## src/rtl/axi_lite_master_ctrl.sv

```systemverilog
// AXI4-Lite master: turns single-beat commands into one AXI-Lite write or read and returns
// exactly one response per command. A per-transaction watchdog aborts stuck transfers.
module axi_lite_master_ctrl #(
  parameter int unsigned DATA_WIDTH     = 32,
  parameter int unsigned ADDR_WIDTH     = 32,
  parameter int unsigned TIMEOUT_CYCLES = 1024
) (
  input  logic                    CLK,
  input  logic                    RESETN,

  input  logic [ADDR_WIDTH-1:0]   CMD_ADDR,
  input  logic [DATA_WIDTH-1:0]   CMD_WDATA,
  input  logic [DATA_WIDTH/8-1:0] CMD_WSTRB,
  input  logic                    CMD_WRITE,
  input  logic                    CMD_VALID,
  output logic                    CMD_READY,

  output logic [DATA_WIDTH-1:0]   RSP_DATA,
  output logic [1:0]              RSP_RESP,
  output logic                    RSP_TIMEOUT,
  output logic                    RSP_VALID,
  input  logic                    RSP_READY,

  output logic [ADDR_WIDTH-1:0]   AWADDR,
  output logic                    AWVALID,
  input  logic                    AWREADY,
  output logic [DATA_WIDTH-1:0]   WDATA,
  output logic [DATA_WIDTH/8-1:0] WSTRB,
  output logic                    WVALID,
  input  logic                    WREADY,
  input  logic [1:0]              BRESP,
  input  logic                    BVALID,
  output logic                    BREADY,

  output logic [ADDR_WIDTH-1:0]   ARADDR,
  output logic                    ARVALID,
  input  logic                    ARREADY,
  input  logic [DATA_WIDTH-1:0]   RDATA,
  input  logic [1:0]              RRESP,
  input  logic                    RVALID,
  output logic                    RREADY
);

  localparam int unsigned StrbWidth = DATA_WIDTH / 8;
  localparam int unsigned WdogWidth =
      (TIMEOUT_CYCLES > 0) ? $clog2(TIMEOUT_CYCLES + 1) : 1;
  localparam logic [WdogWidth-1:0] WdogMax = WdogWidth'(TIMEOUT_CYCLES);

  typedef enum logic [2:0] {
    StIdle,
    StWr,
    StWrResp,
    StRdAddr,
    StRdData,
    StResp
  } state_e;

  state_e                 state_q, state_d;
  logic [WdogWidth-1:0]   wdog_q, wdog_d;
  logic                   aw_done_q, aw_done_d;
  logic                   w_done_q, w_done_d;
  logic                   cmd_ready_q, cmd_ready_d;
  logic                   awvalid_q, awvalid_d;
  logic                   wvalid_q, wvalid_d;
  logic                   bready_q, bready_d;
  logic                   arvalid_q, arvalid_d;
  logic                   rready_q, rready_d;
  logic [ADDR_WIDTH-1:0]  awaddr_q, awaddr_d;
  logic [ADDR_WIDTH-1:0]  araddr_q, araddr_d;
  logic [DATA_WIDTH-1:0]  wdata_q, wdata_d;
  logic [StrbWidth-1:0]   wstrb_q, wstrb_d;
  logic                   rsp_valid_q, rsp_valid_d;
  logic [DATA_WIDTH-1:0]  rsp_data_q, rsp_data_d;
  logic [1:0]             rsp_resp_q, rsp_resp_d;
  logic                   rsp_timeout_q, rsp_timeout_d;

  logic [WdogWidth-1:0]   wdog_inc;
  logic                   wdog_expire;
  logic                   aw_hs;
  logic                   w_hs;
  logic                   abort;

  // The abort fires on the edge where the saturating count reaches the limit, so the bus
  // sees exactly TIMEOUT_CYCLES busy cycles before VALID/READY are withdrawn.
  assign wdog_inc    = (wdog_q == WdogMax) ? wdog_q : wdog_q + WdogWidth'(1);
  assign wdog_expire = (TIMEOUT_CYCLES != 0) && (wdog_inc == WdogMax);
  assign aw_hs       = awvalid_q & AWREADY;
  assign w_hs        = wvalid_q & WREADY;

  always_comb begin
    state_d       = state_q;
    wdog_d        = wdog_q;
    aw_done_d     = aw_done_q;
    w_done_d      = w_done_q;
    cmd_ready_d   = cmd_ready_q;
    awvalid_d     = awvalid_q;
    wvalid_d      = wvalid_q;
    bready_d      = bready_q;
    arvalid_d     = arvalid_q;
    rready_d      = rready_q;
    awaddr_d      = awaddr_q;
    araddr_d      = araddr_q;
    wdata_d       = wdata_q;
    wstrb_d       = wstrb_q;
    rsp_valid_d   = rsp_valid_q;
    rsp_data_d    = rsp_data_q;
    rsp_resp_d    = rsp_resp_q;
    rsp_timeout_d = rsp_timeout_q;
    abort         = 1'b0;

    case (state_q)
      StIdle: begin
        cmd_ready_d = 1'b1;
        if (CMD_VALID && cmd_ready_q) begin
          cmd_ready_d   = 1'b0;
          awaddr_d      = CMD_ADDR;
          araddr_d      = CMD_ADDR;
          wdata_d       = CMD_WDATA;
          wstrb_d       = CMD_WSTRB;
          wdog_d        = '0;
          rsp_timeout_d = 1'b0;
          if (CMD_WRITE) begin
            state_d   = StWr;
            awvalid_d = 1'b1;
            wvalid_d  = 1'b1;
            aw_done_d = 1'b0;
            w_done_d  = 1'b0;
          end else begin
            state_d   = StRdAddr;
            arvalid_d = 1'b1;
          end
        end
      end

      StWr: begin
        wdog_d = wdog_inc;
        if (aw_hs) begin
          awvalid_d = 1'b0;
          aw_done_d = 1'b1;
        end
        if (w_hs) begin
          wvalid_d = 1'b0;
          w_done_d = 1'b1;
        end
        if ((aw_done_q || aw_hs) && (w_done_q || w_hs)) begin
          state_d  = StWrResp;
          bready_d = 1'b1;
        end else if (wdog_expire) begin
          abort = 1'b1;
        end
      end

      StWrResp: begin
        wdog_d = wdog_inc;
        if (BVALID) begin
          bready_d    = 1'b0;
          rsp_resp_d  = BRESP;
          rsp_data_d  = '0;
          rsp_valid_d = 1'b1;
          state_d     = StResp;
        end else if (wdog_expire) begin
          abort = 1'b1;
        end
      end

      StRdAddr: begin
        wdog_d = wdog_inc;
        if (ARREADY) begin
          arvalid_d = 1'b0;
          rready_d  = 1'b1;
          state_d   = StRdData;
        end else if (wdog_expire) begin
          abort = 1'b1;
        end
      end

      StRdData: begin
        wdog_d = wdog_inc;
        if (RVALID) begin
          rready_d    = 1'b0;
          rsp_data_d  = RDATA;
          rsp_resp_d  = RRESP;
          rsp_valid_d = 1'b1;
          state_d     = StResp;
        end else if (wdog_expire) begin
          abort = 1'b1;
        end
      end

      StResp: begin
        if (RSP_READY) begin
          rsp_valid_d = 1'b0;
          cmd_ready_d = 1'b1;
          state_d     = StIdle;
        end
      end

      default: begin
        state_d = StIdle;
      end
    endcase

    // Withdrawing VALID without READY leaves the slave in an undefined state; the bus is
    // expected to be reset after a timeout.
    if (abort) begin
      awvalid_d     = 1'b0;
      wvalid_d      = 1'b0;
      bready_d      = 1'b0;
      arvalid_d     = 1'b0;
      rready_d      = 1'b0;
      rsp_valid_d   = 1'b1;
      rsp_timeout_d = 1'b1;
      rsp_resp_d    = 2'b10;
      rsp_data_d    = '0;
      state_d       = StResp;
    end
  end

  always_ff @(posedge CLK) begin
    if (!RESETN) begin
      state_q       <= StIdle;
      wdog_q        <= '0;
      aw_done_q     <= 1'b0;
      w_done_q      <= 1'b0;
      cmd_ready_q   <= 1'b0;
      awvalid_q     <= 1'b0;
      wvalid_q      <= 1'b0;
      bready_q      <= 1'b0;
      arvalid_q     <= 1'b0;
      rready_q      <= 1'b0;
      awaddr_q      <= '0;
      araddr_q      <= '0;
      wdata_q       <= '0;
      wstrb_q       <= '0;
      rsp_valid_q   <= 1'b0;
      rsp_data_q    <= '0;
      rsp_resp_q    <= 2'b00;
      rsp_timeout_q <= 1'b0;
    end else begin
      state_q       <= state_d;
      wdog_q        <= wdog_d;
      aw_done_q     <= aw_done_d;
      w_done_q      <= w_done_d;
      cmd_ready_q   <= cmd_ready_d;
      awvalid_q     <= awvalid_d;
      wvalid_q      <= wvalid_d;
      bready_q      <= bready_d;
      arvalid_q     <= arvalid_d;
      rready_q      <= rready_d;
      awaddr_q      <= awaddr_d;
      araddr_q      <= araddr_d;
      wdata_q       <= wdata_d;
      wstrb_q       <= wstrb_d;
      rsp_valid_q   <= rsp_valid_d;
      rsp_data_q    <= rsp_data_d;
      rsp_resp_q    <= rsp_resp_d;
      rsp_timeout_q <= rsp_timeout_d;
    end
  end

  assign CMD_READY   = cmd_ready_q;
  assign RSP_DATA    = rsp_data_q;
  assign RSP_RESP    = rsp_resp_q;
  assign RSP_TIMEOUT = rsp_timeout_q;
  assign RSP_VALID   = rsp_valid_q;
  assign AWADDR      = awaddr_q;
  assign AWVALID     = awvalid_q;
  assign WDATA       = wdata_q;
  assign WSTRB       = wstrb_q;
  assign WVALID      = wvalid_q;
  assign BREADY      = bready_q;
  assign ARADDR      = araddr_q;
  assign ARVALID     = arvalid_q;
  assign RREADY      = rready_q;

endmodule

```

## config.mk

```make
export PLATFORM = sky130hd
export DESIGN_NAME = axi_lite_master_ctrl
export DESIGN_NICKNAME = d
export VERILOG_FILES = /design/src/rtl/axi_lite_master_ctrl.sv
export SDC_FILE = /design/constraint.sdc
export NUM_CORES = 1
export LEC_CHECK = 0
export BUFFER_PORTS_ARGS = -buffer_cell sky130_fd_sc_hd__buf_2
export CAP_MARGIN = 10
export CORE_AREA = 2 2 141 101
export DETAILED_ROUTE_END_ITERATION = 10
export DIE_AREA = 0 0 143 103
export PLACE_DENSITY_LB_ADDON = 0.15
export SLEW_MARGIN = 20
export SYNTH_ARGS = -nofsm -noshare
export SYNTH_HDL_FRONTEND = slang
export SYNTH_SLANG_ARGS = --single-unit
```

## constraint.sdc

```tcl
create_clock -name CLK -period 2.7 [get_ports CLK]
set_input_delay 0.81 -clock CLK [delete_from_list [all_inputs] [get_ports CLK]]
set_output_delay 0.81 -clock CLK [all_outputs]
set_load 0.05 [all_outputs]
```

# After elaboration in Yosys (flattened, before gate mapping)
# Index checks and enable logic that the tools add are counted.
dict set report classes {
  n_addsub 1
  n_mul 0
  n_div 0
  order_cmp 0
  n_eq_ne 23
  shift 0
  n_mux 58
  n_bitwise 3
  reduce_logical 32
}
# cell n
set op_table {}
lappend op_table {{$mux W32} 2}
lappend op_table {{$pmux W32 S2} 1}
lappend op_table {{$mux W1} 29}
lappend op_table {{$eq A11 B11 Y1 const B} 2}
lappend op_table {{$mux W11} 2}
lappend op_table {{$pmux W11 S2} 1}
lappend op_table {{$mux W3} 7}
lappend op_table {{$ne A2 B2 Y1 const B} 10}
lappend op_table {{$ne A3 B3 Y1 const B} 6}
lappend op_table {{$pmux W3 S6} 1}
lappend op_table {{$reduce_bool A2 Y1} 9}
lappend op_table {{$pmux W1 S2} 8}
lappend op_table {{$reduce_and A4 Y1} 4}
lappend op_table {{$reduce_and A3 Y1} 4}
lappend op_table {{$reduce_and A6 Y1} 2}
lappend op_table {{$add A11 B1 Y11 const B} 1}
lappend op_table {{$mux W2} 4}
lappend op_table {{$reduce_and A2 Y1} 4}
lappend op_table {{$eq A3 B2 Y1 const B} 2}
lappend op_table {{$eq A3 B3 Y1 const B} 2}
lappend op_table {{$pmux W1 S4} 1}
lappend op_table {{$pmux W2 S2} 1}
lappend op_table {{$reduce_bool A4 Y1} 1}
lappend op_table {{$reduce_or A4 Y1} 1}
lappend op_table {{9 further kinds} 12}
dict set report word_totals {
  ff_bits 126
  latchBits 0
  mem_bits_rw 0
  romBits 0
  input_bits 114
  out_inout_bits 142
  memories 0
}

# Logic depth before layout (Yosys ltp)
# Gate-level depths: netlist of run 1.
dict set report depth {
  word_depth 8
  depth_mapped 10
}

# Least setup slack after synthesis of run 1
# Ideal clock, no wire load.
dict set report synth_path {
  path_kind {register to register}
  start {reg wdog_q[0]}
  end {reg rsp_data_q[10] (netlist: RSP_DATA[10])}
  arrival_time_ns 2.321
  slack_ns 0.262
  stages_incl_launch_ff 11
  path_buffers 3
  synth_period_minus_slack_ns 2.438
  path_cell_list {dfxtp_1 ha_1 and2_1 clkbuf_1 nor2_1 or4_1 a221o_1 o31ai_4 buf_6 buf_6 a21oi_1}
}
dict set report synth_via {
  elab_chain_cells 7
  elab_cells_between_ends 11
}
# item line
set synth_rtl {}
lappend synth_rtl {{start, declared} 59} ;# logic [WdogWidth-1:0] wdog_q, wdog_d;
lappend synth_rtl {{start signal, assigned} 241} ;# wdog_q <= wdog_d;
lappend synth_rtl {{$add A11 B1 Y11 or $eq A11 B11 Y1 (tied branches)} 85} ;# assign wdog_inc = (wdog_q == WdogMax) ? wdog_q : wdog_q + WdogWidth'(1);
lappend synth_rtl {{$mux W11 (*)} 85}
lappend synth_rtl {{$eq A11 B11 Y1 (*)} 86} ;# assign wdog_expire = (TIMEOUT_CYCLES != 0) && (wdog_inc == WdogMax);
lappend synth_rtl {{$mux W1 (*)} --}
lappend synth_rtl {{$mux W1 (on tied branches)} --}
lappend synth_rtl {{$pmux W1 S4 (*)} 111} ;# case (state_q)
lappend synth_rtl {{$reduce_or A2 Y1 (no line) (*)} --}
lappend synth_rtl {{end signal, assigned} 255} ;# rsp_data_q <= rsp_data_d;
lappend synth_rtl {{end, declared} 73} ;# logic [DATA_WIDTH-1:0] rsp_data_q, rsp_data_d;
# Every way passes the cells marked *; elsewhere a longest branch is shown, timed or not.
# A chain may end at the register's enable or synchronous reset.

# Final worst setup path of run 1
dict set report layout_path {
  start {reg wdog_q[0]}
  end {reg state_q[1]}
}
dict set report layout_via {
  elab_chain_cells 7
  elab_cells_between_ends 11
}
# item line
set layout_rtl {}
lappend layout_rtl {{$add A11 B1 Y11 or $eq A11 B11 Y1 (tied branches)} 85}
lappend layout_rtl {{$mux W11 (*)} 85}
lappend layout_rtl {{$eq A11 B11 Y1 (*)} 86}
lappend layout_rtl {{$mux W1 (*)} --}
lappend layout_rtl {{$mux W1 (on tied branches)} --}
lappend layout_rtl {{$pmux W1 S4 (*)} 111}
lappend layout_rtl {{$reduce_or A2 Y1 (no line) (*)} --}
lappend layout_rtl {{end signal, assigned} 221} ;# state_q <= StIdle;
lappend layout_rtl {{end signal, assigned} 240} ;# state_q <= state_d;
lappend layout_rtl {{end, declared} 58} ;# state_e state_q, state_d;
# Marked as above.

==> impl_metrics.yaml, run 1 <==
outcome:
  status: "complete, no violations"
synthesis:
  avgSynthCellArea_um2: 7.71
  synth_nets: 799
  yosysWarnings: 0
  yosysUniqueCellTypes: 47
  synth_top_area_share_pct: 47.9
  synth_flop_cell: "dfxtp_1"
  synth.ff_latch_count: 126
  synth_edf_count: 0
  postSynthCellCount: 683
  ys_seq_area_share_pct: 47.9
  synth.top_cells.by_area: "dfxtp_1 48%, nand2_1 14%, a21oi_1 12%"
  syn_area_um2: 5270
  async_flop_share_pct: 0
  yosys.area.top_type: "dfxtp_1"
setup_path:
  reg2reg_depth: 9
  rr_endpoint: "state_q[1]"
  startpoint: "wdog_q[0]"
  r2r_setup_slack_ns: 0.22
  required_ns: 2.98
  worstSetupStartpointType: "register"
  path_class: "reg2reg"
  cp_max_fo: 39
  crit_path_top_delay_cell: "or4_1"
  critPathArrivalTime_ns: 2.76
  max_stage_delay_ns: 0.48
  r2r-start: "wdog_q[0]"
  crit_chain: "inv_1, ha_1, nand2_1, nor4_4, or4_1, a221o_1, o31ai_4, buf_12, nor3_1"
  cp-end-kind: "register"
grt:
  antenna_found_initial: 0
  use_met2_pct: 31.9
  overflow: 0
  grt_pass1_wl_mm: 23.0
  grt_pass1_vias: 4695
  grt_max_degree: 81
  gr-max-usage-layer: "met2"
  grt_use_met3_pct: 5.43
  grtUsageTotal_pct: 19.6
  grtUsageMet1_pct: 24.9
die:
  coreArea_um2: 13600
  start_util_pct: 38.8
  die_area_um2: 14700
  rows: 36
  io_pins: 256
  dieWidth_um: 143
  fp.dieH_um: 103
power:
  combPwrFrac_pct: 34.5
  leakagePower_nw: 3.22
  p_clk_share_pct: 34.9
  vdd_drop_max_mv: 0.546
  powerDensity_nw_per_um2: 1040
  power_frac_seq_pct: 30.5
  p_switching_w: 0.00291
  p_int_w: 0.00451
  switching_share_pct: 39.2
clock_tree:
  cts_inserted_buffers: 17
  h-tree-depth: 4
  tritoncts: "done"
  clockBufferDepth: 2
  cts_resized: 0
  post_cts_buffers: 0
  cts_root_buf: "clkbuf_16"
  clkSinkCount: 126
  clock_latency_ns: 0.42
  clkTransAtPathRegs_ns: 0.06
  hold_buffers: 0
routing:
  vias: 5333
  dr.pass1.iters: 5
  initialDrtViolationCount: 257
  wl_mm: 15.2
  post_drt_wl_per_cell_um: 13.9
  antenna_left: 0
  vias_per_cell: 4.89
  drcViolationCount: 0
placement:
  placedInstanceArea_um2: 6480
  port_buffers: 255
  dp_hpwl_mm: 10.6
  place_congestion: 0.895
worst_hold_path:
  hold_end: "RSP_DATA[3]"
  hold_depth: 2
  hp-class: "reg2reg"
  worstHoldStart: "RSP_DATA[3]"
sta:
  setup_tns_ns: 0
  hold_viol_final: 0
  max_slew_margin_pct: 53.0
  max_slew.worst_pin.slew_ns: 0.698
  slew_violations: 0
  period_share_pct: 91.8
  rsz0062_at_grt: "false"
  setup_viol: 0
  max_freq_mhz: 403
  clock_skew_ns: 0.00569
  fin_crit_ns: 2.48
cells_and_area:
  fin_area_um2: 7150
  register_area_um2: 2520
  fillers: 1315
  insertedDiodeCount: 0
  drive_above_1_share_pct: 34.3
  syn_to_final_growth_pct: 35.8
  multi_input_area_um2: 2280
  nets: 1005
run:
  cap_violations: 0
-- cell type report --
type,count,share of cell area [%]
Tap cell,190,3.32
Timing Repair Buffer,269,19.8
Inverter,6,0.315
Clock inverter,11,2.99
Clock buffer,19,6.33
Sequential cell,126,35.3
Multi-Input combinational cell,469,31.9
-- synthesized netlist by cell type, types with 2 or more instances --
master / number
a211oi_1: 2
a21oi_1: 121
a22oi_1: 3
a311oi_1: 4
a31oi_1: 4
and2_1: 3
and4_1: 2
buf_2: 4
buf_4: 32
buf_6: 2
clkbuf_1: 43
dfxtp_1: 126
ha_1: 2
inv_1: 5
nand2_1: 191
nand2b_1: 3
nand3_1: 43
nand4_1: 2
nor2_1: 26
nor2b_1: 4
nor3_1: 7
nor4_1: 2
o211a_1: 2
o21a_1: 2
o21ai_0: 21
or3_1: 2
xnor2_1: 5
-- logic make-up (layout without fill, tap and decap cells) --
kind of cell               count (synthesis)  in the layout  share of synthesized area, %
adders and majority gates                  2              2                         0.475
DFF                                      126            126                          47.9
and+or+nand+nor                          293            293                          24.0
xor gates and xnor gates                   5              5                         0.832
muxes                                      1              1                         0.190
buffers and inverters                     88            305                          8.94
AOI/OAI and AO/OA                        168            168                          17.7
-- cell usage in the layout, fill, tap and decap left out, drive strengths merged, types with 4 or more instances in the layout --
master / Yosys / final
buf: 39 / 269
nand2: 191 / 191
dfxtp: 126 / 126
a21oi: 121 / 121
nand3: 43 / 43
nor2: 26 / 26
o21ai: 21 / 21
clkbuf: 43 / 19
nor3: 7 / 7
bufinv: 0 / 6
inv: 6 / 6
xnor2: 5 / 5
a31oi: 4 / 4
a311oi: 4 / 4
nor2b: 4 / 4
-- sequential cells by signal, indices dropped and copies added (netlist names) --
name / flops
ARADDR: 32
ARVALID: 1
AWVALID: 1
BREADY: 1
CMD_READY: 1
RREADY: 1
RSP_DATA: 32
RSP_RESP: 2
RSP_TIMEOUT: 1
RSP_VALID: 1
WDATA: 32
WSTRB: 4
WVALID: 1
aw_done_q: 1
state_q: 3
w_done_q: 1
wdog_q: 11
-- power groups by stage --
stage | Clock, W | Sequential (W) | Combinational (W)
floorplan | 0 | 0.00287 | 0.00139
global placement | 0 | 0.00229 | 0.00255
detailed placement | 0 | 0.00230 | 0.00256
CTS | 0.00264 | 0.00227 | 0.00258
global route | 0.00273 | 0.00230 | 0.00278
finish | 0.00259 | 0.00227 | 0.00257
-- how the worst max path moves through the flow --
| stage | endpoint |
|---|---|
| 2_1_floorplan | RSP_DATA[10] |
| 3_3_place_gp | state_q[1] |
| 3_5_place_dp | state_q[1] |
| 4_1_cts | state_q[1] |
| 5_1_grt | RSP_RESP[0] |
| 6_report | state_q[1] |
-- routing by layer --
metal	vias up	part of all wire, %
met2	180	47
met3	21	6.9
met1	2450	45
met4	0	1.4
met5	-	0
li1	2682	-
-- through the flow --
stage / total power (W) / hold slack, ns / setup slack, ns / util (%) / instances
2_1_floorplan: 0.00425 / 0.436 / 0.262 / - / 683
3_3_place_gp: 0.00484 / 0.435 / 0.305 / 47.8 / 1060
3_5_place_dp: 0.00487 / 0.444 / 0.243 / 47.8 / 1060
4_1_cts: 0.00749 / 0.451 / 0.222 / 52.8 / 1090
5_1_grt: 0.00782 / 0.468 / 0.0949 / 52.8 / 1090
6_report: 0.00743 / 0.450 / 0.221 / 52.8 / 1090
-- worst max-delay path: cells and delay by family, from the launching register on --
family | cells | cell delay (ns)
simple gates | 4 | 0.73
compound gates | 2 | 0.63
flops | 1 | 0.42
buf+inv | 2 | 0.36
fa+ha+maj | 1 | 0.21
(Power assumes the default switching activity.)
==> run 2: changes to the inputs <==
Settings changed: PLACE_DENSITY_LB_ADDON 0.15 to 0.05.
==> impl_metrics.yaml, run 2 (synthesis results as in run 1) <==
outcome:
  status: "complete, no violations"
worst_hold_path:
  hold_depth: 2
  worstHoldStart: "RSP_DATA[2]"
  hp-class: "reg2reg"
  hold_end: "RSP_DATA[2]"
clock_tree:
  clkTransAtPathRegs_ns: 0.06
  tritoncts: "done"
  clockBufferDepth: 2
  cts_resized: 0
  post_cts_buffers: 0
  clkSinkCount: 126
  clock_latency_ns: 0.41
  h-tree-depth: 4
  cts_inserted_buffers: 17
  hold_buffers: 0
  cts_root_buf: "clkbuf_16"
grt:
  grt_pass1_vias: 4572
  antenna_found_initial: 0
  grt_max_degree: 81
  grt_pass1_wl_mm: 22.7
  grtUsageTotal_pct: 19.7
  overflow: 0
power:
  vdd_drop_max_mv: 0.531
  p_int_w: 0.00416
  combPwrFrac_pct: 36.8
  leakagePower_nw: 3.17
  power_frac_seq_pct: 31.8
  p_clk_share_pct: 31.4
  p_switching_w: 0.00290
  powerDensity_nw_per_um2: 999
  switching_share_pct: 41.1
cells_and_area:
  layout_common_cells: "255 x buf_2, 191 x nand2_1, 126 x dfxtp_1, 121 x a21oi_1, 43 x nand3_1"
  multi_input_area_um2: 2280
  fin_area_um2: 7070
  drive_above_1_share_pct: 34.2
  insertedDiodeCount: 0
  syn_to_final_growth_pct: 34.3
  nets: 1006
  fillers: 1331
  register_area_um2: 2520
  final_common_cell: "buf_2"
die:
  fp.dieH_um: 103
  coreArea_um2: 13600
  io_pins: 256
  rows: 36
  die_area_um2: 14700
  start_util_pct: 38.8
  dieWidth_um: 143
sta:
  slew_violations: 0
  hold_ws_ns: 0.446
  setup_viol: 0
  setup_tns_ns: 0
  rsz0062_at_grt: "false"
  max_slew.worst_pin.slew_ns: 0.721
  clock_skew_ns: 0.0100
  period_share_pct: 92.5
  worst_slack_ns: 0.201
  max_freq_mhz: 400
  hold_viol_final: 0
  max_slew_margin_pct: 51.9
  fin_crit_ns: 2.50
setup_path:
  reg2reg_depth: 7
  r2r_setup_slack_ns: 0.20
  required_ns: 2.97
  cp-end-kind: "register"
  r2r-start: "wdog_q[4]"
  cp_max_fo: 29
  crit_path_top_delay_cell: "a221o_1"
  crit_chain: "or3_4, nor4_4, nand3_1, a221o_1, o31ai_4, buf_12, a311oi_1"
  worstSetupStartpointType: "register"
  critPathArrivalTime_ns: 2.77
  rr_endpoint: "RSP_RESP[0]"
  max_stage_delay_ns: 0.45
  critPathBufInv: 1
  path_class: "reg2reg"
  path_delay_family: "simple AND/OR/NAND/NOR gates"
placement:
  place_congestion: 0.884
  dp_hpwl_mm: 10.8
  placedInstanceArea_um2: 6490
  pre_cts_slack_ns: 0.225
  port_buffers: 255
routing:
  vias: 5296
  antenna_left: 0
  wl_mm: 15.2
  initialDrtViolationCount: 196
  vias_per_cell: 4.85
  dr.pass1.iters: 4
  drcViolationCount: 0
  post_drt_wl_per_cell_um: 13.9
run:
  cap_violations: 0
## run 2: worst max-delay path by stage
stage,start,endpoint,slack (ns),depth (start not counted)
2_1_floorplan,wdog_q[0],RSP_DATA[10],0.26,10
3_5_place_dp,wdog_q[4],RSP_RESP[0],0.22,7
6_report,wdog_q[4],RSP_RESP[0],0.20,7
4_1_cts,wdog_q[4],RSP_RESP[0],0.23,7
5_1_grt,wdog_q[4],RSP_RESP[0],0.09,7
3_3_place_gp,wdog_q[0],RSP_RESP[0],0.30,9
## run 2: worst reg2reg max path: stages, from the launching register on
cell and delay [ns]:
dfxtp_1 0.37, or3_4 0.45, nor4_4 0.42, nand3_1 0.13
a221o_1 0.45, o31ai_4 0.26, buf_12 0.22, a311oi_1 0.07
## run 2: layout make-up
cell class	instances	share of cell area (%)
sequential	126	35.7
multi-input combinational	469	32.3
timing repair buffer	270	20.2
clock buffer	22	6.57
tap	190	3.36
clock inverter	10	1.61
inverter	6	0.319
## run 2: per-stage QoR
step / utilization [%] / power, W / cells
4_1_cts: 52.2 / 0.00713 / 1093
3_5_place_dp: 47.9 / 0.00489 / 1061
2_1_floorplan: - / 0.00425 / 683
6_report: 52.2 / 0.00706 / 1093
5_1_grt: 52.2 / 0.00747 / 1093
3_3_place_gp: 47.9 / 0.00486 / 1061
## run 2: metal layers
| metal | global-route usage (%) | wire, µm | up-vias |
|---|---|---|---|
| li1 | - | - | 2678 |
| met1 | 24.9 | 6700 | 2442 |
| met2 | 30.8 | 7290 | 167 |
| met3 | 7.90 | 1130 | 9 |
| met4 | 6.47 | 119 | 0 |
| met5 | 0 | 0 | - |
## run 2: power by group through the flow
stage / Clock, W / Combinational [W] / Sequential, W
6_report: 0.00222 / 0.00260 / 0.00224
5_1_grt: 0.00237 / 0.00282 / 0.00228
4_1_cts: 0.00227 / 0.00261 / 0.00224
3_5_place_dp: 0 / 0.00261 / 0.00228
3_3_place_gp: 0 / 0.00259 / 0.00227
2_1_floorplan: 0 / 0.00139 / 0.00287
==> run 3: changes to the inputs <==
Settings changed: ABC_AREA from default to 1, CORE_AREA 2 2 141 101 to 2 2 142 102, DIE_AREA 0 0 143 103 to 0 0 144 104, RECOVER_POWER from default to 100.
==> impl_metrics.yaml, run 3 <==
sta:
  fin_crit_ns: 2.37
  rsz0062_at_grt: "false"
  hold_viol_final: 0
  setup_viol: 0
  max_freq_mhz: 423
  slew_violations: 0
  setup_tns_ns: 0
  period_share_pct: 87.6
  clock_skew_ns: 0.00882
  max_slew_margin_pct: 24.6
  max_slew.worst_pin.slew_ns: 1.13
routing:
  antenna_left: 0
  post_drt_wl_per_cell_um: 13.8
  drcViolationCount: 0
  dr.pass1.iters: 4
  vias_per_cell: 4.66
  initialDrtViolationCount: 312
  wl_mm: 15.7
  vias: 5322
power:
  power.total_w: 0.00784
  powerDensity_nw_per_um2: 1130
  vdd_drop_max_mv: 0.472
  leakagePower_nw: 3.03
setup_path:
  path_class: "reg2reg"
  required_ns: 2.97
  crit_top_cell: "nand2_1"
  critPathArrivalTime_ns: 2.64
  max_stage_delay_ns: 0.37
  crit_path_top_delay_cell: "nand2_4"
  cp-end-kind: "register"
  worstSetupStartpointType: "register"
  crit_chain: "inv_2, nand2_2, nor2_8, buf_4, nand2_1, nand2_1, inv_1, nand2_1, nand2_1, nor2_2, nand4_4, nand2_4, a21oi_1"
  cp_max_fo: 39
synthesis:
  synth_edf_count: 0
  synth_top_area_share_pct: 47.3
  yosysWarnings: 0
  netlist_top_cells_count: "169 x nor2_1, 126 x dfxtp_1, 105 x nand2_1, 76 x o21ai_0, 53 x nand3_1"
  synth.ff_latch_count: 126
  yosys.area.top_type: "dfxtp_1"
  avgSynthCellArea_um2: 7.35
  synth_nets: 842
  synth_flop_cell: "dfxtp_1"
  syn_area_um2: 5340
  ys_seq_area_share_pct: 47.3
  synth.top_cells.by_area: "dfxtp_1 47%, nor2_1 12%, nand2_1 7.4%"
  yosysUniqueCellTypes: 33
  synth.most_common_cell: "nor2_1"
  async_flop_share_pct: 0
  postSynthCellCount: 726
grt:
  grt_pass1_wl_mm: 25.2
  grtUsageTotal_pct: 21.2
  grt_pass1_vias: 5110
  antenna_found_initial: 1
  grt_max_degree: 51
  overflow: 0
cells_and_area:
  final_common_cell: "nor2_1"
  fin_area_um2: 6950
  insertedDiodeCount: 0
  drive_above_1_share_pct: 18.4
  utilization_pct: 50.9
  nets: 1054
  layout_common_cells: "169 x nor2_1, 144 x clkbuf_1, 126 x dfxtp_1, 112 x buf_2, 105 x nand2_1"
  stdcell_count: 1141
  syn_to_final_growth_pct: 30.1
die:
  die_area_um2: 15000
  fp.dieH_um: 104
  dieWidth_um: 144
  start_util_pct: 39.1
  rows: 36
  io_pins: 256
  coreArea_um2: 13600
clock_tree:
  clockBufferDepth: 2
  cts_root_buf: "clkbuf_16"
  clock_latency_ns: 0.41
  tritoncts: "done"
  clkSinkCount: 126
  h-tree-depth: 4
  cts_inserted_buffers: 17
  post_cts_buffers: 0
  cts_resized: 0
  clkTransAtPathRegs_ns: 0.06
  hold_buffers: 0
placement:
  placedInstanceArea_um2: 6510
  port_buffers: 255
  dp_hpwl_mm: 11.2
  dp.cells: 1109
  place_congestion: 0.856
outcome:
  status: "complete, no violations"
worst_hold_path:
  hp-class: "reg2reg"
run:
  cap_violations: 0
run 3: final cells by class:
type,instances,area (µm²)
Clock inverter,13,184
Fill cell,1436,6700
Clock buffer,19,443
Tap cell,190,238
Multi-Input combinational cell,487,2230
Timing Repair Buffer,264,1170
Inverter,42,158
Sequential cell,126,2520
run 3: where the power goes:
| group | internal (W) | switching [W] |
|---|---|---|
| Combinational | 0.000599 | 0.00243 |
| Sequential | 0.00218 | 0.000207 |
| Clock | 0.00157 | 0.000858 |
run 3: metrics by stage:
stage	setup slack, ns	hold WS (ns)
4_1_cts	0.316	0.461
2_1_floorplan	0.775	0.444
3_3_place_gp	0.452	0.448
6_report	0.334	0.463
5_1_grt	0.0908	0.485
3_5_place_dp	0.338	0.453
run 3: cell families after synthesis:
logic type | after synthesis | share of synthesized area [%]
xor+xnor | 5 | 0.820
compound gates | 131 | 12.5
fa+ha+maj | 2 | 0.469
buf+inv | 113 | 11.0
simple gates | 349 | 27.9
flops | 126 | 47.3
run 3: routing by layer:
| metal | track usage (%) | share of wire, % | up-vias |
|---|---|---|---|
| met5 | 0 | 0.070 | - |
| met4 | 8.82 | 2.5 | 2 |
| met3 | 6.58 | 6.8 | 29 |
| met2 | 32.9 | 46 | 176 |
| met1 | 27.2 | 45 | 2386 |
| li1 | - | - | 2729 |
run 3: worst max-delay path, delay by kind of cell (launching register included):
kind	cells	cell delay, ns
and+or+nand+nor	9	1.27
buffers and inverters	3	0.51
AOI/OAI and AO/OA	1	0.10
DFF	1	0.33
run 3: worst paths after layout:
path	startpoint	end	slack, ns	depth (start not counted)
setup / recovery	state_q[0]	RSP_DATA[31]	0.33	13
hold / removal	RSP_DATA[4]	RSP_DATA[4]	0.46	2
setup reg to reg	state_q[0]	RSP_DATA[31]	0.33	13
hold reg to reg	RSP_DATA[4]	RSP_DATA[4]	0.46	2
